$ cat src/rtl/r5fp_stimgen_pkg.sv
// Shared types and constants for the FP multiplier stimulus generator.
// Special-value table encodings are derived from the operand format.
package r5fp_stimgen_pkg;

  typedef enum logic {
    IDLE,
    RUN
  } state_e;

  typedef enum logic [2:0] {
    SP_PZERO,
    SP_NZERO,
    SP_PINF,
    SP_NINF,
    SP_QNAN,
    SP_MINSUB,
    SP_MAXNORM,
    SP_ONE
  } spec_e;

  localparam logic [31:0] LFSR_MASK = 32'h80200003;
  localparam logic [2:0]  RND_MAX   = 3'd4;

  function automatic logic [31:0] special_val(
    input spec_e cls,
    input int    expW,
    input int    sigW
  );
    logic [31:0] expOnes;
    logic [31:0] sgn;
    logic [31:0] expField;
    logic [31:0] v;
    expOnes  = ~(32'hFFFF_FFFF << expW);
    sgn      = 32'd1 << (expW + sigW);
    expField = expOnes << sigW;
    v        = '0;
    unique case (cls)
      SP_PZERO:   v = '0;
      SP_NZERO:   v = sgn;
      SP_PINF:    v = expField;
      SP_NINF:    v = sgn | expField;
      SP_QNAN:    v = expField | (32'd1 << (sigW - 1));
      SP_MINSUB:  v = 32'd1;
      SP_MAXNORM: v = ((expOnes - 32'd1) << sigW)
                    | ((32'd1 << sigW) - 32'd1);
      SP_ONE:     v = (expOnes >> 1) << sigW;
      default:    v = '0;
    endcase
    return v;
  endfunction

endpackage

$ cat src/rtl/r5fp_stimgen_lfsr.sv
// 32-bit Galois LFSR with synchronous seed load and step enable.
// Cleared to zero in reset so the generator outputs read zero.
module r5fp_lfsr32
  import r5fp_stimgen_pkg::*;
(
  input  logic        clk,
  input  logic        reset,
  input  logic        load,
  input  logic [31:0] seedVal,
  input  logic        step,
  output logic [31:0] value
);

  logic [31:0] nxt;

  assign nxt = {1'b0, value[31:1]}
             ^ (value[0] ? LFSR_MASK : 32'd0);

  always_ff @(posedge clk) begin
    if (!reset) begin
      value <= '0;
    end else if (load) begin
      value <= seedVal;
    end else if (step) begin
      value <= nxt;
    end
  end

endmodule

$ cat src/rtl/r5fp_mul_stimgen.sv
// Operand stream generator for the FP multiplier self-test.
// Define R5FP_STIMGEN_SPECIAL_EN to inject special values into operand a.
module r5fp_mul_stimgen
  import r5fp_stimgen_pkg::*;
#(
  parameter int EXP_W          = 8,
  parameter int SIG_W          = 23,
  parameter int SPECIAL_PERIOD = 4
) (
  input  logic                   clk,
  input  logic                   reset,
  input  logic                   start,
  input  logic [31:0]            seed,
  input  logic [15:0]            num_vec,
  input  logic                   rnd_sweep,
  input  logic [2:0]             rnd_first,
  output logic                   out_valid,
  input  logic                   out_ready,
  output logic [EXP_W+SIG_W:0]   out_a,
  output logic [EXP_W+SIG_W:0]   out_b,
  output logic [2:0]             out_rnd,
  output logic [15:0]            out_idx,
  output logic                   busy,
  output logic                   done
);

  localparam int W = EXP_W + SIG_W + 1;

  if (W > 32) begin : gWidthErr
    $error("r5fp_mul_stimgen: EXP_W+SIG_W+1 exceeds 32");
  end
  if (SPECIAL_PERIOD < 2) begin : gPeriodErr
    $error("r5fp_mul_stimgen: SPECIAL_PERIOD below 2");
  end

  state_e      state;
  logic [15:0] idx;
  logic [15:0] numVecQ;
  logic [2:0]  rnd;
  logic        sweepQ;
  logic        validQ;

  logic [31:0] lfsrA;
  logic [31:0] lfsrB;
  logic [31:0] seedA;
  logic [31:0] seedB;
  logic        load;
  logic        hs;
  logic        lastVec;
  logic [2:0]  rndNext;
  logic        unusedBits;

  // An all-zero LFSR would lock up, so both seeds avoid it.
  assign seedA = (seed == 32'd0) ? 32'd1 : seed;
  assign seedB = (~seed == 32'd0) ? 32'd1 : ~seed;

  assign load = (state == IDLE) && start
             && (num_vec != 16'd0);
  assign hs      = validQ & out_ready;
  assign lastVec = (idx == numVecQ - 16'd1);
  assign rndNext = !sweepQ ? rnd
                 : (rnd == RND_MAX) ? 3'd0
                 : rnd + 3'd1;

  r5fp_lfsr32 uLfsrA (
    .clk     (clk),
    .reset   (reset),
    .load    (load),
    .seedVal (seedA),
    .step    (hs),
    .value   (lfsrA)
  );

  r5fp_lfsr32 uLfsrB (
    .clk     (clk),
    .reset   (reset),
    .load    (load),
    .seedVal (seedB),
    .step    (hs),
    .value   (lfsrB)
  );

  always_ff @(posedge clk) begin
    if (!reset) begin
      state   <= IDLE;
      idx     <= '0;
      numVecQ <= '0;
      rnd     <= '0;
      sweepQ  <= 1'b0;
      validQ  <= 1'b0;
      busy    <= 1'b0;
      done    <= 1'b0;
    end else begin
      done <= 1'b0;
      unique case (state)
        IDLE: begin
          if (start) begin
            if (num_vec != 16'd0) begin
              state   <= RUN;
              idx     <= '0;
              numVecQ <= num_vec;
              rnd     <= rnd_first;
              sweepQ  <= rnd_sweep;
              validQ  <= 1'b1;
              busy    <= 1'b1;
            end else begin
              done <= 1'b1;
            end
          end
        end
        RUN: begin
          if (hs) begin
            idx <= idx + 16'd1;
            rnd <= rndNext;
            if (lastVec) begin
              state  <= IDLE;
              validQ <= 1'b0;
              busy   <= 1'b0;
              done   <= 1'b1;
            end
          end
        end
        default: state <= IDLE;
      endcase
    end
  end

  assign out_valid = validQ;
  assign out_idx   = idx;
  assign out_rnd   = rnd;
  assign out_b     = lfsrB[W-1:0];

`ifdef R5FP_STIMGEN_SPECIAL_EN
  localparam logic [15:0] SP_PER = 16'(SPECIAL_PERIOD);

  logic [2:0]  specPtr;
  logic        specHit;
  logic [31:0] specWord;

  assign specHit  = (idx % SP_PER) == (SP_PER - 16'd1);
  assign specWord = special_val(spec_e'(specPtr),
                                EXP_W, SIG_W);
  assign out_a    = specHit ? specWord[W-1:0]
                            : lfsrA[W-1:0];

  always_ff @(posedge clk) begin
    if (!reset) begin
      specPtr <= '0;
    end else if (load) begin
      specPtr <= '0;
    end else if (hs && specHit) begin
      specPtr <= specPtr + 3'd1;
    end
  end

  assign unusedBits = ^{lfsrA, lfsrB, specWord};
`else
  assign out_a      = lfsrA[W-1:0];
  assign unusedBits = ^{lfsrA, lfsrB};
`endif

endmodule
$ cat config.mk
export PLATFORM = sky130hd
export DESIGN_NAME = r5fp_mul_stimgen
export DESIGN_NICKNAME = d
export VERILOG_FILES = /design/src/rtl/r5fp_stimgen_pkg.sv /design/src/rtl/r5fp_stimgen_lfsr.sv /design/src/rtl/r5fp_mul_stimgen.sv
export SDC_FILE = /design/constraint.sdc
export NUM_CORES = 1
export LEC_CHECK = 0
export CAP_MARGIN = 10
export CORE_MARGIN = 3
export CORE_UTILIZATION = 40
export CTS_BUF_LIST = sky130_fd_sc_hd__clkbuf_4 sky130_fd_sc_hd__clkbuf_8
export CTS_CLUSTER_DIAMETER = 50
export CTS_CLUSTER_SIZE = 28
export DETAILED_ROUTE_END_ITERATION = 8
export PLACE_DENSITY = 0.71
export RECOVER_POWER = 50
export SLEW_MARGIN = 10
export SYNTH_ARGS = -nofsm -noshare
export SYNTH_HDL_FRONTEND = slang
export SYNTH_HIERARCHICAL = 1
export SYNTH_SLANG_ARGS = --single-unit
$ cat constraint.sdc
create_clock -name clk -period 2.6 [get_ports clk]
set_input_delay 0.52 -clock clk [delete_from_list [all_inputs] [get_ports clk]]
set_output_delay 0.52 -clock clk [all_outputs]
set_load 0.01 [all_outputs]
# Word level (Yosys, flattened, before mapping)
# Cells that the tools add are included.
[word_totals] ff_bits=103 inputBits=56 output_inout_bits=86 word_cells=67
[classes] addsub=3 n_eq_ne=7 muxes=33 bitwise_logic=5 n_reduce_logical=10
[op_table] cell="32-bit two-way mux" count=8
[op_table] cell="32-bit logical NOT" count=2
[op_table] cell="31-bit by 32-bit bitwise XOR with 32-bit output" count=2
[op_table] cell="16-bit two-way mux" count=3
[op_table] cell="32-bit inverter" count=1
[op_table] cell="16-bit case mux with 2 select lines" count=1
[op_table] cell="16-bit by 1-bit adder with 16-bit output, second input constant" count=1
[op_table] cell="16-bit == test" count=1
[op_table] cell="16-bit nonzero test" count=1
[op_table] cell="16-bit by 1-bit subtractor with 16-bit output, second input constant" count=1
[op_table] cell="3-bit two-way mux" count=5
[op_table] cell="1-bit two-way mux" count=12
[op_table] cell="2-bit by 1-bit inequality test with 1-bit output, second input constant" count=4
[op_table] cell="4-bit AND reduction" count=2
[op_table] cell="1-bit case mux with 2 select lines" count=3
[op_table] cell="3-bit case mux with 2 select lines" count=1
[op_table] cell="3-bit AND reduction" count=2
[op_table] cell="3-bit by 1-bit adder with 3-bit output, second input constant" count=1
[op_table] cell="3-bit == test, second input constant" count=1
[op_table] cell="1-bit logical AND" count=2
[op_table] cell="2-bit inequality test, second input constant" count=1
[op_table] cell="2-bit nonzero test" count=1
[op_table] cell="1-bit bitwise AND" count=1
[op_table] cell="1-bit inverter" count=1

# Depth between registers and ports, before layout
[depth] word_depth=5 depth_mapped=9 depth_no_buf=8

# Modules after synthesis
# Netlist, hierarchy kept.
[by_module_without_submodules] module="r5fp_lfsr32" n_inst=2 cells_per_inst=147 area_each_um2=1590.3
[by_module_without_submodules] module="r5fp_mul_stimgen" n_inst=1 cells_per_inst=361 area_each_um2=2720.1

# Least setup slack after synthesis
# OpenSTA, ideal clock, no wires.
[synth_path] path_kind="input -> register" startpoint="in num_vec[8]" endpoint="reg uLfsrB.value[0]" setup_time_ns=0.118 arrival_time_ns=2.132 t_required_ns=2.482 path_slack_ns=0.351 stages=8 path_buffers=4 path_cell_list="nor4_1 a41oi_1 buf_2 clkbuf_1 buf_2 inv_1 buf_2 o2111a_1"
[synth_via] elab_chain_cells=3 elab_cells_between_ends=4
[synth_rtl] element="from (decl)" line_no="r5fp_mul_stimgen.sv:14" rtl="input logic [15:0] num_vec,"
[synth_rtl] element="16-bit nonzero test *" line_no="r5fp_mul_stimgen.sv:58" rtl="&& (num_vec != 16'd0);"
[synth_rtl] element="1-bit logical AND *" line_no="r5fp_mul_stimgen.sv:58"
[synth_rtl] element="via load" line_no="r5fp_mul_stimgen.sv:47" rtl="logic load;"
[synth_rtl] element="32-bit two-way mux or 2-bit nonzero test (tied branches)"
[synth_rtl] element="to (signal assigned)" line_no="r5fp_stimgen_lfsr.sv:23" rtl="value <= seedVal;"
[synth_rtl] element="to (signal assigned)" line_no="r5fp_stimgen_lfsr.sv:25" rtl="value <= nxt;"
[synth_rtl] element="to (decl)" line_no="r5fp_stimgen_lfsr.sv:11" rtl="output logic [31:0] value"
# Mark *: on every way through the listed nets, which the timed path passes. The rest lies on a longest branch.
# A chain may end at the register's enable or synchronous reset.

# Worst setup path in the final report
[layout_path] startpoint="reg numVecQ[0]" endpoint="reg validQ, in the netlist out_valid"
[layout_via] elab_chain_cells=4
[layout_rtl] element="from (decl)" line_no="r5fp_mul_stimgen.sv:38" rtl="logic [15:0] numVecQ;"
[layout_rtl] element="from (signal assigned)" line_no="r5fp_mul_stimgen.sv:101" rtl="numVecQ <= num_vec;"
[layout_rtl] element="16-bit by 1-bit subtractor with 16-bit output" line_no="r5fp_mul_stimgen.sv:60" rtl="assign lastVec = (idx == numVecQ - 16'd1);"
[layout_rtl] element="16-bit == test" line_no="r5fp_mul_stimgen.sv:60"
[layout_rtl] element="2-bit by 1-bit inequality test with 1-bit output (no source line)"
[layout_rtl] element="4-bit AND reduction (no source line)"
[layout_rtl] element="to (signal assigned)" line_no="r5fp_mul_stimgen.sv:90" rtl="validQ <= 1'b0;"
[layout_rtl] element="to (signal assigned)" line_no="r5fp_mul_stimgen.sv:104" rtl="validQ <= 1'b1;"
[layout_rtl] element="to (signal assigned)" line_no="r5fp_mul_stimgen.sv:117" rtl="validQ <= 1'b0;"
[layout_rtl] element="to (decl)" line_no="r5fp_mul_stimgen.sv:41" rtl="logic validQ;"
# No other way between the ends.

==> impl_metrics.tcl <==
set metrics [dict create \
    run_status "finished, final reports clean" \
    average_cell_area_after_synthesis_sq_um 9.01 \
    synth_cell_type_count 60 \
    clock_tree.buffer_depth 2 \
    layout-drive-gt1-share_pct 10.3 \
    area_contributors_post_synth "dfxtp_1 (35%), mux2i_1 (12%), nor2b_1 (8.4%)" \
    end_kind "flip-flop" \
    cpMaxStageDelayCell "or4_4" \
    powerDensity_nw_per_um2 499 \
    drt_pre_antenna_iters 5 \
    place_hpwl_um 12700 \
    wire_per_inst_um 17.4 \
    worst_hold_path_type "reg2reg" \
    yosys_warnings 6 \
    placement.io_buffers 141 \
    final-instance-count-excl-fill 958 \
    drc_violation_count_after_routing 0 \
    timing.critical_path.required_ps 2890 \
    post_drt_via_cell_ratio 5.38 \
    power.ir.vdd_worst_uv 273 \
    area_delta_synth_final_pct 30.7 \
    yosysTopAreaCell "dfxtp_1" \
    yosys.area.top_type_share_pct 34.9 \
    fin_nets 833 \
    cts.reportedPaths.clkPinSlew_ps 100 \
    cts_tree "yes" \
    clock_skew_ps 3.32 \
    mapped_cell_area_sq_um 5900 \
    p_leak_nw 2.97 \
    grt_overflow 0 \
    critical_path.cell_chain "inv_1 -> ha_1 -> xnor2_1 -> a211oi_2 -> o211ai_1 -> or4_4 -> nor4_4 -> buf_4 -> o21ai_0" \
    final.period_utilization_pct 93.7 \
    cts-hold-fix-buffers 0 \
    maxCapViolCount 0 \
    post-place-ws_ps 4.23 \
    total_wire_length_after_detailed_routing_um 16700 \
    syn_nets 715 \
    die_wd_um 127 \
    cp-start-kind "flip-flop" \
    design.portCount 142 \
    grt.total_usage_pct 20.2 \
    first_global_vias 5095 \
    timing.slew.headroom_pct 56.1 \
    numCtsBuffers 9 \
    total_number_of_h_tree_levels 3 \
    hold-worst-slack_ps 504 \
    async_set_or_reset_register_ratio_after_synthesis_pct 0 \
    utilization_pct 54.5 \
    core_area_sq_um 14100 \
    initial_utilization_pct 41.7 \
    critPathLaunch "numVecQ[0]$_SDFFE_PN0P_" \
    clock_tree.root_cell "clkbuf_8" \
    die_area_sq_um 16200 \
    hold_viol_final 0 \
    clock_latency_ps 390 \
    chipHeight_um 127 \
    finalCriticalPeriod_ps 2440 \
    part_of_the_yosys_area_used_for_sequential_elements_pct 34.9 \
    finalWeightedCongestion 0.854 \
    reg2reg_from "numVecQ[0]$_SDFFE_PN0P_" \
    num_antenna_cells 0 \
    grt_start_max_net_pins 43 \
    timing.critical_path.slowest_cell_delay_ps 570 \
    yosys_most_used_dff "dfxtp_1" \
    detailed_route_via_count 5150 \
    finalSetupViolCount 0 \
    synth-edff-count 0 \
    grt_first_pass_wirelength_um 26600 \
    achievable-frequency_ghz 0.411 \
    grt_antenna_before_repair 0 \
    num_rows 43 \
    place_inst 941 \
    route.antenna.remaining_nets 0 \
    clock-sinks 103 \
    timing.critical_path.arrival_ps 2720 \
    crit_fanout 4 \
    syn_inst_count 655 \
    timing.setup.critical_path_class "reg2reg" \
    first_iter_violations 343 \
    maxSlewViolCount 0 \
    fillerInstances 1267 \
    synth.ff_latch_count 103 \
    postLayoutSetupSlackWorst_ps 164 \
    startpoint_of_the_worst_hold_path "out_valid$_SDFFE_PN0P_" \
    timing_worst_slew_pin_value_ps 656 \
]
==> area by class of cell <==
class / count / area, sq um / area share (%)
flip-flops and latches: 103 / 2060 / 26.7
clock buffers: 10 / 138 / 1.78
inverters: 47 / 178 / 2.30
well taps: 180 / 225 / 2.92
multi-input cells: 433 / 3290 / 42.6
clock inverters: 6 / 70.1 / 0.908
repair buffers: 179 / 1750 / 22.7
==> synth_stat cells (all sizes together), types with 2 or more instances <==
master and instances:
nor3b 5, clkbuf 46, o2111a 2, a21oi 14, nand3b 4, nand3 7, and4 2, and2 3
ha 4, mux2i 71, o211ai 8, xnor2 18, nand2 17, nand4bb 4, or4 3, o21ai 14
nor2b 79, buf 26, a211oi 59, a211o 2, nand4 17, a311oi 2, inv 47, o211a 3
nor3 8, or2 2, dfxtp 103, nand4b 4, nor4 18, or3 5, nand2b 3, xor2 14
nor2 24, and3 2
==> registers in the layout, summed over array words and instances, names as in the netlist <==
signal / cells
uLfsrA/value: 32
uLfsrB/value: 32
numVecQ: 16
out_idx: 16
out_rnd: 3
done: 1
out_valid: 1
state: 1
sweepQ: 1
==> logic make-up after synthesis <==
kind of cell,count (synthesis),synth area share (%)
simple gates,209,21.9
fa+ha+maj,4,0.848
flops,103,34.9
compound gates,116,14.9
buf+inv,119,10.5
mux,72,12.2
xor+xnor,32,4.75
==> worst max-delay path, delay by kind of cell (launching register included) <==
family	cells	cell delay, ps
AOI/OAI and AO/OA	3	490
xor gates and xnor gates	1	160
and+or+nand+nor	2	860
DFF	1	340
adders and majority gates	1	250
buffers and inverters	2	230
==> through the flow <==
step | area (sq um) | total power, mW | TNS [ps]
after floorplan | 5900 | 2.40 | 0
after detailed placement | 7470 | 2.85 | 0
final | 7710 | 3.85 | 0
after global routing | 7710 | 4.02 | -12.8
after global placement | 7470 | 2.83 | 0
after CTS | 7680 | 3.90 | 0
==> layer usage <==
metal	GRT usage, %	wire length, um
met1	28.2	7850
met2	30.8	7680
met3	4.10	837
met4	7.32	350
met5	0	0
==> layout by cell type (no fill, tap or decap), types with 18 or more instances in the layout <==
cell type          n
dfxtp_1          103
inv_1             44
nor2b_1           79
clkdlybuf4s50_1   58
a211oi_1          50
dlygate4sd3_1     83
buf_4             27
nor2_1            24
mux2i_1           71
xnor2_1           18
==> power by group <==
part           internal (mW)  switching [mW]  total (mW)
clock network          0.474           0.584        1.06
logic                  0.509           0.472       0.981
registers               1.69           0.118        1.81
==> repair_timing <==
action | in CTS | in global routing
setup endpoints to repair | 1 | 3
setup buffers | 0 | 1
pin swaps | 0 | 1
resized for setup | 1 | 7
==> final timing paths <==
check / endpoint / slack (ps) / cells after the start
max reg2reg: out_valid$_SDFFE_PN0P_ / 160 / 9
min reg2reg: out_valid$_SDFFE_PN0P_ / 500 / 2
max: out_valid$_SDFFE_PN0P_ / 160 / 9
min: out_valid$_SDFFE_PN0P_ / 500 / 2
Note: power is estimated with default switching activity, not from simulation.
